### src/rtl/ucode_pkg.sv
// Shared definitions for the multiply micro-op sequencer: opcodes, FSM states
// and instruction field positions.
package ucode_pkg;

    localparam int UPC_W = 5;

    localparam logic [6:0] OPC_MUL_I  = 7'b0010000;
    localparam logic [6:0] OPC_MULS_I = 7'b0011000;
    localparam logic [6:0] OPC_MUL_R  = 7'b0110000;
    localparam logic [6:0] OPC_MULS_R = 7'b0111000;
    localparam logic [6:0] OPC_BNE    = 7'b1100001;

    // Field LSBs; rs2 and imm overlap on purpose (encoding picks one per opcode).
    localparam int OPC_LSB = 25;
    localparam int RD_LSB  = 21;
    localparam int RS1_LSB = 17;
    localparam int RS2_LSB = 13;
    localparam int IMM_LSB = 0;

    typedef enum logic [2:0] {
        IDLE,
        LATCH,
        ISSUE,
        WAIT_BR,
        FINISH
    } state_t;

    typedef struct packed {
        logic [3:0]  rd;
        logic [3:0]  rs1;
        logic [3:0]  rs2;
        logic [15:0] imm;
    } ghost_t;

    function automatic ghost_t unpack_fields(logic [31:0] w);
        ghost_t g;
        g.rd  = w[RD_LSB  +: 4];
        g.rs1 = w[RS1_LSB +: 4];
        g.rs2 = w[RS2_LSB +: 4];
        g.imm = w[IMM_LSB +: 16];
        return g;
    endfunction

endpackage

### src/rtl/ucode_sequencer_if.sv
// Fetch / ROM / decode / execute / ghost-regfile signals around the sequencer.
// master = sequencer side, slave = surrounding pipeline.
interface ucode_sequencer_if #(parameter int UPC_W = ucode_pkg::UPC_W);
    logic             instr_valid;
    logic [31:0]      instr;
    logic             fetch_stall;
    logic [UPC_W-1:0] rom_addr;
    logic [31:0]      rom_data;
    logic             uop_valid;
    logic [31:0]      uop;
    logic             uop_ready;
    logic             br_resolved;
    logic             br_taken;
    logic             flush;
    logic             ghost_we;
    logic [15:0]      ghost_imm;
    logic [3:0]       ghost_rs1;
    logic [3:0]       ghost_rs2;
    logic [3:0]       ghost_rd;
    logic             set_flags;
    logic             busy;
    logic             iter_overflow;

    modport master (
        input  instr_valid, instr, rom_data, uop_ready, br_resolved, br_taken, flush,
        output fetch_stall, rom_addr, uop_valid, uop, ghost_we, ghost_imm,
               ghost_rs1, ghost_rs2, ghost_rd, set_flags, busy, iter_overflow
    );

    modport slave (
        output instr_valid, instr, rom_data, uop_ready, br_resolved, br_taken, flush,
        input  fetch_stall, rom_addr, uop_valid, uop, ghost_we, ghost_imm,
               ghost_rs1, ghost_rs2, ghost_rd, set_flags, busy, iter_overflow
    );
endinterface

### src/rtl/ucode_sequencer_opc_decode.sv
// Opcode classifier: fetch opcode -> multiply hit + slot select,
// micro-op opcode -> loop-closing branch flag.
module ucode_opc_decode
    import ucode_pkg::*;
(
    input  logic [6:0] opc,
    input  logic [6:0] uop_opc,
    output logic       hit,
    output logic [1:0] sel,
    output logic       is_bne
);

    always_comb begin
        hit = 1'b1;
        sel = 2'd0;
        case (opc)
            OPC_MUL_I:  sel = 2'd0;
            OPC_MULS_I: sel = 2'd1;
            OPC_MUL_R:  sel = 2'd2;
            OPC_MULS_R: sel = 2'd3;
            default:    hit = 1'b0;
        endcase
        is_bne = (uop_opc == OPC_BNE);
    end

endmodule

### src/rtl/ucode_sequencer.sv
// Expands MUL/MULS instructions into ucode ROM micro-ops: stalls fetch, latches
// operands for the ghost regfile, walks the ghost PC and closes the loop on BNE.
module ucode_sequencer
    import ucode_pkg::*;
#(
    parameter int               UPC_W    = ucode_pkg::UPC_W,
    parameter int               SLOT_LG  = 3,
    parameter int               ITER_W   = 16,
    parameter logic [ITER_W-1:0] MAX_ITER = {ITER_W{1'b1}}
) (
    input  logic              clk,
    input  logic              rst,
    ucode_sequencer_if.master bus
);

    state_t            state;
    logic [UPC_W-1:0]  ghost_pc;
    logic [UPC_W-1:0]  br_off;
    logic [ITER_W-1:0] iter_cnt;
    logic              muls_q;
    logic              iter_ovf_q;
    ghost_t            fields_q;

    logic       opc_hit;
    logic [1:0] opc_sel;
    logic       uop_is_bne;
    logic       mul_hit;
    logic       uop_valid_w;

    ucode_opc_decode u_dec (
        .opc     (bus.instr[OPC_LSB +: 7]),
        .uop_opc (bus.rom_data[OPC_LSB +: 7]),
        .hit     (opc_hit),
        .sel     (opc_sel),
        .is_bne  (uop_is_bne)
    );

    assign mul_hit     = bus.instr_valid & opc_hit & (state == IDLE);
    assign uop_valid_w = (state == ISSUE) & ~bus.flush;

    assign bus.fetch_stall   = mul_hit | (state != IDLE);
    assign bus.rom_addr      = ghost_pc;
    assign bus.uop_valid     = uop_valid_w;
    assign bus.uop           = uop_valid_w ? bus.rom_data : 32'd0;
    assign bus.ghost_we      = (state == LATCH) & ~bus.flush;
    assign bus.set_flags     = (state == FINISH) & muls_q & ~bus.flush;
    assign bus.busy          = (state != IDLE);
    assign bus.ghost_imm     = fields_q.imm;
    assign bus.ghost_rs1     = fields_q.rs1;
    assign bus.ghost_rs2     = fields_q.rs2;
    assign bus.ghost_rd      = fields_q.rd;
    assign bus.iter_overflow = iter_ovf_q;

    always_ff @(posedge clk or posedge rst) begin
        if (rst) begin
            state      <= IDLE;
            ghost_pc   <= '0;
            br_off     <= '0;
            iter_cnt   <= '0;
            muls_q     <= 1'b0;
            iter_ovf_q <= 1'b0;
            fields_q   <= '0;
        end else if (bus.flush) begin
            // Abort drops the whole sequence context; overflow flag stays sticky.
            state    <= IDLE;
            ghost_pc <= '0;
            muls_q   <= 1'b0;
            fields_q <= '0;
        end else begin
            case (state)
                IDLE: if (mul_hit) begin
                    fields_q   <= unpack_fields(bus.instr);
                    muls_q     <= opc_sel[0];
                    ghost_pc   <= UPC_W'({opc_sel, {SLOT_LG{1'b0}}});
                    iter_cnt   <= '0;
                    iter_ovf_q <= 1'b0;
                    state      <= LATCH;
                end
                LATCH: state <= ISSUE;
                ISSUE: if (bus.uop_ready) begin
                    if (uop_is_bne) begin
                        // Keep the offset: the uop word is gone once we leave ISSUE.
                        br_off <= bus.rom_data[UPC_W-1:0];
                        state  <= WAIT_BR;
                    end else begin
                        ghost_pc <= ghost_pc + UPC_W'(1);
                    end
                end
                WAIT_BR: if (bus.br_resolved) begin
                    if (!bus.br_taken) begin
                        state <= FINISH;
                    end else if (iter_cnt < MAX_ITER) begin
                        ghost_pc <= ghost_pc + br_off;
                        iter_cnt <= iter_cnt + ITER_W'(1);
                        state    <= ISSUE;
                    end else begin
                        iter_ovf_q <= 1'b1;
                        state      <= FINISH;
                    end
                end
                FINISH:  state <= IDLE;
                default: state <= IDLE;
            endcase
        end
    end

endmodule
### src/flat_wrapper.sv
// flat-port wrapper written by rule: the top's interface ports become plain ports
module ucode_sequencer_flat import ucode_pkg::*;
#(
    parameter int               UPC_W    = ucode_pkg::UPC_W,
    parameter int               SLOT_LG  = 3,
    parameter int               ITER_W   = 16,
    parameter logic [ITER_W-1:0] MAX_ITER = {ITER_W{1'b1}}
)
  (clk, rst, bus_instr_valid, bus_instr, bus_rom_data, bus_uop_ready, bus_br_resolved, bus_br_taken, bus_flush, bus_fetch_stall, bus_rom_addr, bus_uop_valid, bus_uop, bus_ghost_we, bus_ghost_imm, bus_ghost_rs1, bus_ghost_rs2, bus_ghost_rd, bus_set_flags, bus_busy, bus_iter_overflow);
  ucode_sequencer_if #(.UPC_W(UPC_W)) bus_i ();
  input  logic clk;
  input  logic rst;
  input wire logic [$bits(bus_i.instr_valid)-1:0] bus_instr_valid;
  input wire logic [$bits(bus_i.instr)-1:0] bus_instr;
  input wire logic [$bits(bus_i.rom_data)-1:0] bus_rom_data;
  input wire logic [$bits(bus_i.uop_ready)-1:0] bus_uop_ready;
  input wire logic [$bits(bus_i.br_resolved)-1:0] bus_br_resolved;
  input wire logic [$bits(bus_i.br_taken)-1:0] bus_br_taken;
  input wire logic [$bits(bus_i.flush)-1:0] bus_flush;
  output wire logic [$bits(bus_i.fetch_stall)-1:0] bus_fetch_stall;
  output wire logic [$bits(bus_i.rom_addr)-1:0] bus_rom_addr;
  output wire logic [$bits(bus_i.uop_valid)-1:0] bus_uop_valid;
  output wire logic [$bits(bus_i.uop)-1:0] bus_uop;
  output wire logic [$bits(bus_i.ghost_we)-1:0] bus_ghost_we;
  output wire logic [$bits(bus_i.ghost_imm)-1:0] bus_ghost_imm;
  output wire logic [$bits(bus_i.ghost_rs1)-1:0] bus_ghost_rs1;
  output wire logic [$bits(bus_i.ghost_rs2)-1:0] bus_ghost_rs2;
  output wire logic [$bits(bus_i.ghost_rd)-1:0] bus_ghost_rd;
  output wire logic [$bits(bus_i.set_flags)-1:0] bus_set_flags;
  output wire logic [$bits(bus_i.busy)-1:0] bus_busy;
  output wire logic [$bits(bus_i.iter_overflow)-1:0] bus_iter_overflow;
  assign bus_i.instr_valid = bus_instr_valid;
  assign bus_i.instr = bus_instr;
  assign bus_i.rom_data = bus_rom_data;
  assign bus_i.uop_ready = bus_uop_ready;
  assign bus_i.br_resolved = bus_br_resolved;
  assign bus_i.br_taken = bus_br_taken;
  assign bus_i.flush = bus_flush;
  assign bus_fetch_stall = bus_i.fetch_stall;
  assign bus_rom_addr = bus_i.rom_addr;
  assign bus_uop_valid = bus_i.uop_valid;
  assign bus_uop = bus_i.uop;
  assign bus_ghost_we = bus_i.ghost_we;
  assign bus_ghost_imm = bus_i.ghost_imm;
  assign bus_ghost_rs1 = bus_i.ghost_rs1;
  assign bus_ghost_rs2 = bus_i.ghost_rs2;
  assign bus_ghost_rd = bus_i.ghost_rd;
  assign bus_set_flags = bus_i.set_flags;
  assign bus_busy = bus_i.busy;
  assign bus_iter_overflow = bus_i.iter_overflow;
  ucode_sequencer #(.UPC_W(UPC_W), .SLOT_LG(SLOT_LG), .ITER_W(ITER_W), .MAX_ITER(MAX_ITER)) u_core (.clk(clk), .rst(rst), .bus(bus_i));
endmodule
### config.mk
export PLATFORM = sky130hd
export DESIGN_NAME = ucode_sequencer_flat
export DESIGN_NICKNAME = d
export VERILOG_FILES = /design/src/rtl/ucode_pkg.sv /design/src/rtl/ucode_sequencer_if.sv /design/src/rtl/ucode_sequencer_opc_decode.sv /design/src/rtl/ucode_sequencer.sv /design/src/flat_wrapper.sv
export SDC_FILE = /design/constraint.sdc
export NUM_CORES = 1
export LEC_CHECK = 0
export ABC_AREA = 0
export BUFFER_PORTS_ARGS = -buffer_cell sky130_fd_sc_hd__buf_2
export CORE_UTILIZATION = 35
export CTS_CLUSTER_DIAMETER = 100
export CTS_CLUSTER_SIZE = 12
export DETAILED_ROUTE_END_ITERATION = 16
export PLACE_DENSITY = 0.71
export SETUP_SLACK_MARGIN = 0.1
export SLEW_MARGIN = 20
export SYNTH_ARGS = -nofsm -noshare
export SYNTH_HDL_FRONTEND = slang
export SYNTH_SLANG_ARGS = --single-unit
### constraint.sdc
create_clock -name clk -period 3.2 [get_ports clk]
set_input_delay 0.64 -clock clk [delete_from_list [all_inputs] [get_ports clk]]
set_output_delay 0.64 -clock clk [all_outputs]
set_load 0.03 [all_outputs]
## Word-level counts from Yosys, hierarchy flattened

Index checks and enable logic that the tools add are counted.
Widths: inputs -> output; s select.

- Output and inout port bits: 71
- Register bits: 59

- Mux-type cells: 35
- Bitwise logic cells: 8
- Reductions and logical operators: 13
- Eq/ne operators: 21
- $lt $le $gt $ge: 1
- Add/subtract/negate cells: 3

Operator list:

| operator | count |
|---|---|
| $mux 28 | 3 |
| $mux 16 | 4 |
| $mux 5 | 7 |
| $mux 32 | 1 |
| $pmux 16 s2 | 1 |
| $mux 3 | 7 |
| $add 16x1->16 const B | 1 |
| $lt 16x16->1 const B | 1 |
| $ne 3x3->1 const B | 5 |
| $pmux 5 s3 | 1 |
| $eq 7x5->1 const B | 2 |
| $eq 7x6->1 const B | 2 |
| $pmux 3 s4 | 1 |
| $reduce_and 6->1 | 2 |
| $mux 1 | 8 |
| $reduce_and 4->1 | 2 |
| $eq 7x7->1 const B | 1 |
| $reduce_and 7->1 | 1 |
| $and 1x1->1 | 6 |
| $eq 3x2->1 const B | 2 |
| $ne 2x2->1 const B | 3 |
| $ne 3x2->1 const B | 2 |
| $pmux 2 s3 | 1 |
| $reduce_bool 2->1 | 3 |
| 13 further kinds | 14 |

## Longest topological paths before layout

- Word-level depth: 8
- Depth in mapped cells: 12
- Depth with buffers taken out: 10

## Hierarchy

Synthesis repeated with hierarchy kept, for this count alone.

- Cells, all modules: 300
- Area total of the unflattened synthesis: 2984.1 um^2

Modules (own cells, without submodules):

| module | instances | cells each | area an instance (um^2) | seq. area each (um^2) |
|---|---|---|---|---|
| ucode_sequencer | 1 | 292 | 2915.3 | 1401.3 |
| ucode_opc_decode | 1 | 8 | 68.8 | 0.0 |

## Worst setup path after synthesis

No wires, ideal clock.

- Kind: reg-to-reg
- Start point: register u_core.state[0]
- End point: register u_core.ghost_pc[4], in the netlist u_core.bus.rom_addr[4]
- Path slack: 763 ps
- Period minus slack after synthesis: 2437 ps
- Cell stages (with the launch flop): 13
- Arrival: 2312 ps
- Setup time: 125 ps
- Buffers on the path: 2
- Data required time: 3075 ps
- Cells stage by stage: dfrtp_1 buf_4 and3b_1 clkbuf_1 nand2b_1 ha_1 inv_1 fa_1 nand2b_1 a21oi_1 xnor2_1 o31ai_1 mux2_2

- Longest elaborated chain between the ends: 4

Ends and longest elaborated chain:

| item | line | RTL |
|---|---|---|
| start: declaration | ucode_sequencer.sv:16 | `state_t state;` |
| start signal: assignment | ucode_sequencer.sv:56 | `state <= IDLE;` |
| start signal: assignment | ucode_sequencer.sv:65 | `state <= IDLE;` |
| start signal: assignment | ucode_sequencer.sv:77 | `state <= LATCH;` |
| $logic_not 3->1 | ucode_sequencer.sv:38, ucode_sequencer.sv:70 |  |
| $and 1x1->1 | ucode_sequencer.sv:38 | `assign mul_hit = bus.instr_valid & opc_hit & (state == IDLE);` |
| $ne 3x2->1 (no line) | - |  |
| $reduce_and 7->1 (no line) | - |  |
| end signal: assignment | ucode_sequencer.sv:74 | `ghost_pc <= UPC_W'({opc_sel, {SLOT_LG{1'b0}}});` |
| end signal: assignment | ucode_sequencer.sv:86 | `ghost_pc <= ghost_pc + UPC_W'(1);` |
| end signal: assignment | ucode_sequencer.sv:93 | `ghost_pc <= ghost_pc + br_off;` |
| end: declaration | ucode_sequencer.sv:17 | `logic [UPC_W-1:0] ghost_pc;` |

Several ways; a longest one is shown, not always the timed one.
A chain may end at the register's enable or synchronous reset.

## Final worst setup path

- Start point: register u_core.state[1]
- End point: register u_core.ghost_pc[4], in the netlist u_core.bus.rom_addr[4]

Same word-level chain as after synthesis.

==> reports/qor.csv <==
stage,metric,value,unit
timing,max_freq,0.393,GHz
synthesis,async_flop_share,1.00,
critical_path,r2r_start,u_core.state[1],
critical_path,critPathBufInv,0,
synthesis,syn_inst,363,
synthesis,avgSynthCellArea,9.08,um^2
timing,fin_skew,14.5,ps
timing,worst_pin_slew,782,ps
timing,fin_crit,2550,ps
die,start_util,0.359,
critical_path,crit_fanout,13,
run_status,status,"complete, no violations",
synthesis,synth_fp_nets,440,
global_routing,grt_util_all_layers,0.175,
place,placed_cell_area,4060,um^2
min_path,hp-class,in2async,
critical_path,worstSetupEndpointType,flop,
synthesis,synth_area_leader_cell,dfrtp_1,
critical_path,critPathLaunchType,flop,
critical_path,critical-path-max-stage-delay,570,ps
place,gp_congestion,0.835,
pwr,power.density,300,nW/um^2
critical_path,path_cells,and3b_1 -> nand2_1 -> fa_1 -> nand2b_1 -> a21oi_1 -> xnor2_1 -> o31ai_1 -> mux2_2,
layout,syn2layout_area_growth,26.0,%
timing,slew_headroom,0.478,
clocking,htreeDepth,2,
pwr,fin_total_pwr,1.25,mW
clocking,cts.clk_slew.worst_paths,120,ps
clocking,cts.repair.resized,0,
clocking,clock_sinks,56,
timing,period_share,0.795,
global_routing,first_global_vias,2986,
critical_path,worstPathRequired,3410,ps
critical_path,setup.worst_path.start,u_core.state[1],
synthesis,yosysTopAreaCellShare,0.425,
die,ioPinCount,142,
place,portBuffers,141,
timing,fin_tns_setup,0,ps
detailed_routing,routedWlPerCell,13.6,um
timing,setup_viol,0,
global_routing,grt_pass1_wl,14000,um
clocking,clock_path_buffers,2,
layout,layout-drive-gt1-share,0.386,
die,die_area,9810,um^2
place,place_ws,667,ps
synthesis,ys.flop_type,dfrtp_1,
detailed_routing,wirelength,8250,um
layout,fin_area,4160,um^2
synthesis,yosysUniqueCellTypes,58,
flow_run,cap_violations,0,
layout,antenna_cells,0,
timing,drv_slew,0,
global_routing,grt_max_degree,57,
critical_path,worst_path_max_delay_cell,dfrtp_1,
global_routing,antenna_found_initial,0,
synthesis,ys_seq_elements,56,
synthesis,netlist_top_cells_area,"dfrtp_1, nand2_1, and2_1",
die,rows,35,
layout,nNetsFinal,571,
timing,rsz0062_at_grt,false,
detailed_routing,viasPerCell,4.99,
critical_path,crit_family,simple AND/OR/NAND/NOR gates,
global_routing,gr-total-overflow,0,
critical_path,arrival,2760,ps
clocking,post_cts_buffers,0,
place,detailed_place_hpwl,6080,um
die,core_area,9200,um^2
critical_path,critical_path_class,reg2reg,
pwr,irDropWorstVdd,0.191,mV
die,die_x,99.1,um
layout,utilization,0.452,
clocking,clk-insertion-delay-late,320,ps
timing,hold_viol,0,
synthesis,synth_area,3300,um^2
clocking,root_buffer,clkbuf_8,
synthesis,synth_edf_count,0,
die,fp.dieH,99.1,um
detailed_routing,drtIter0Drc,160,
synthesis,ys_warn_count,0,
clocking,cts_tree,built,
synthesis,ys_seq_area_frac,0.425,
clocking,numCtsBuffers,5,
detailed_routing,antenna_left,0,
layout,final_common_cell,buf_2,
timing,worst_slack,655,ps
clocking,hold_buffers,0,
detailed_routing,dr.pass1.iters,4,
detailed_routing,drcViolationCount,0,
layout,layout_common_cells,"buf_2, nand2_1, dfrtp_1",
pwr,p_leak,2.08,nW
detailed_routing,via_count,3023,
## path summary, 6_finish.rpt
path,depth (start not counted),slack [ps],to
max,8,650,u_core.bus.rom_addr[4]
max reg2reg,8,650,u_core.bus.rom_addr[4]
max in group asynchronous,3,2220,u_core.bus.rom_addr[0]
min in group clk,1,510,u_core.bus.iter_overflow
min,3,500,u_core.bus.ghost_imm[14]
min reg2reg,1,510,u_core.bus.iter_overflow
## cell usage after synthesis, drive strengths merged (2+ instances only)
master,instances
buf,14
or3,3
nor2b,2
nand2b,5
inv,7
nor3b,2
o31ai,11
and3,5
nand2,63
xnor2,2
ha,5
mux2,9
nor4b,2
nor3,5
dfrtp,56
o21ai,7
o21a,2
xor2,2
a21oi,41
nand4,6
nor2,14
clkbuf,10
and2,37
o211ai,2
a211oi,2
or4,11
nor4,3
nand4b,2
and4,3
nand3,16
## per-layer routing
metal  track usage  vias up  share of wire
met5             0        -              0
met4        0.0385        0         0.0082
met3        0.0284        7          0.031
met2         0.303       60           0.51
met1         0.231     1420           0.45
li1              -     1536              -
## logic make-up after synthesis
group                      share of synthesized area
DFF                                            0.425
xor gates and xnor gates                      0.0106
buffers and inverters                         0.0497
muxes                                         0.0338
AOI/OAI and AO/OA                              0.134
and+or+nand+nor                                0.322
adders and majority gates                     0.0250
## final cells by class
| class | count | area, um^2 |
|---|---|---|
| fillers | 934 | 5040 |
| inverters | 7 | 26.3 |
| multi-input cells | 276 | 1730 |
| clock inverters | 3 | 27.5 |
| clock buffers | 5 | 68.8 |
| repair buffers | 148 | 758 |
| flip-flops and latches | 56 | 1400 |
| well taps | 111 | 139 |
## stage by stage
stage               hold slack [ps]  cells
floorplan                       470    363
global placement                476    598
detailed placement              499    598
CTS                             525    606
global route                    519    606
finish                          497    606
## where the power goes
| part | switching (mW) | total (mW) | internal (mW) |
|---|---|---|---|
| clock network | 0.261 | 0.423 | 0.162 |
| logic | 0.0633 | 0.110 | 0.0468 |
| registers | 0.00331 | 0.715 | 0.712 |
| total | 0.328 | 1.25 | 0.921 |
## worst register-to-register path, stage by stage (launching register included)
cell and delay [ps]:
dfrtp_1 570, and3b_1 470, nand2_1 170, fa_1 440, nand2b_1 160, a21oi_1 160
xnor2_1 140, o31ai_1 70, mux2_2 270
## state kept, by name, indices dropped and copies added (netlist names)
| register | cells |
|---|---|
| u_core.iter_cnt | 16 |
| u_core.bus.ghost_imm | 15 |
| u_core.br_off | 5 |
| u_core.bus.rom_addr | 5 |
| u_core.bus.ghost_rd | 4 |
| u_core.bus.ghost_rs1 | 4 |
| u_core.state | 3 |
| u_core.bus.ghost_rs2 | 2 |
| u_core.bus.iter_overflow | 1 |
| u_core.muls_q | 1 |
(Power assumes the default switching activity.)
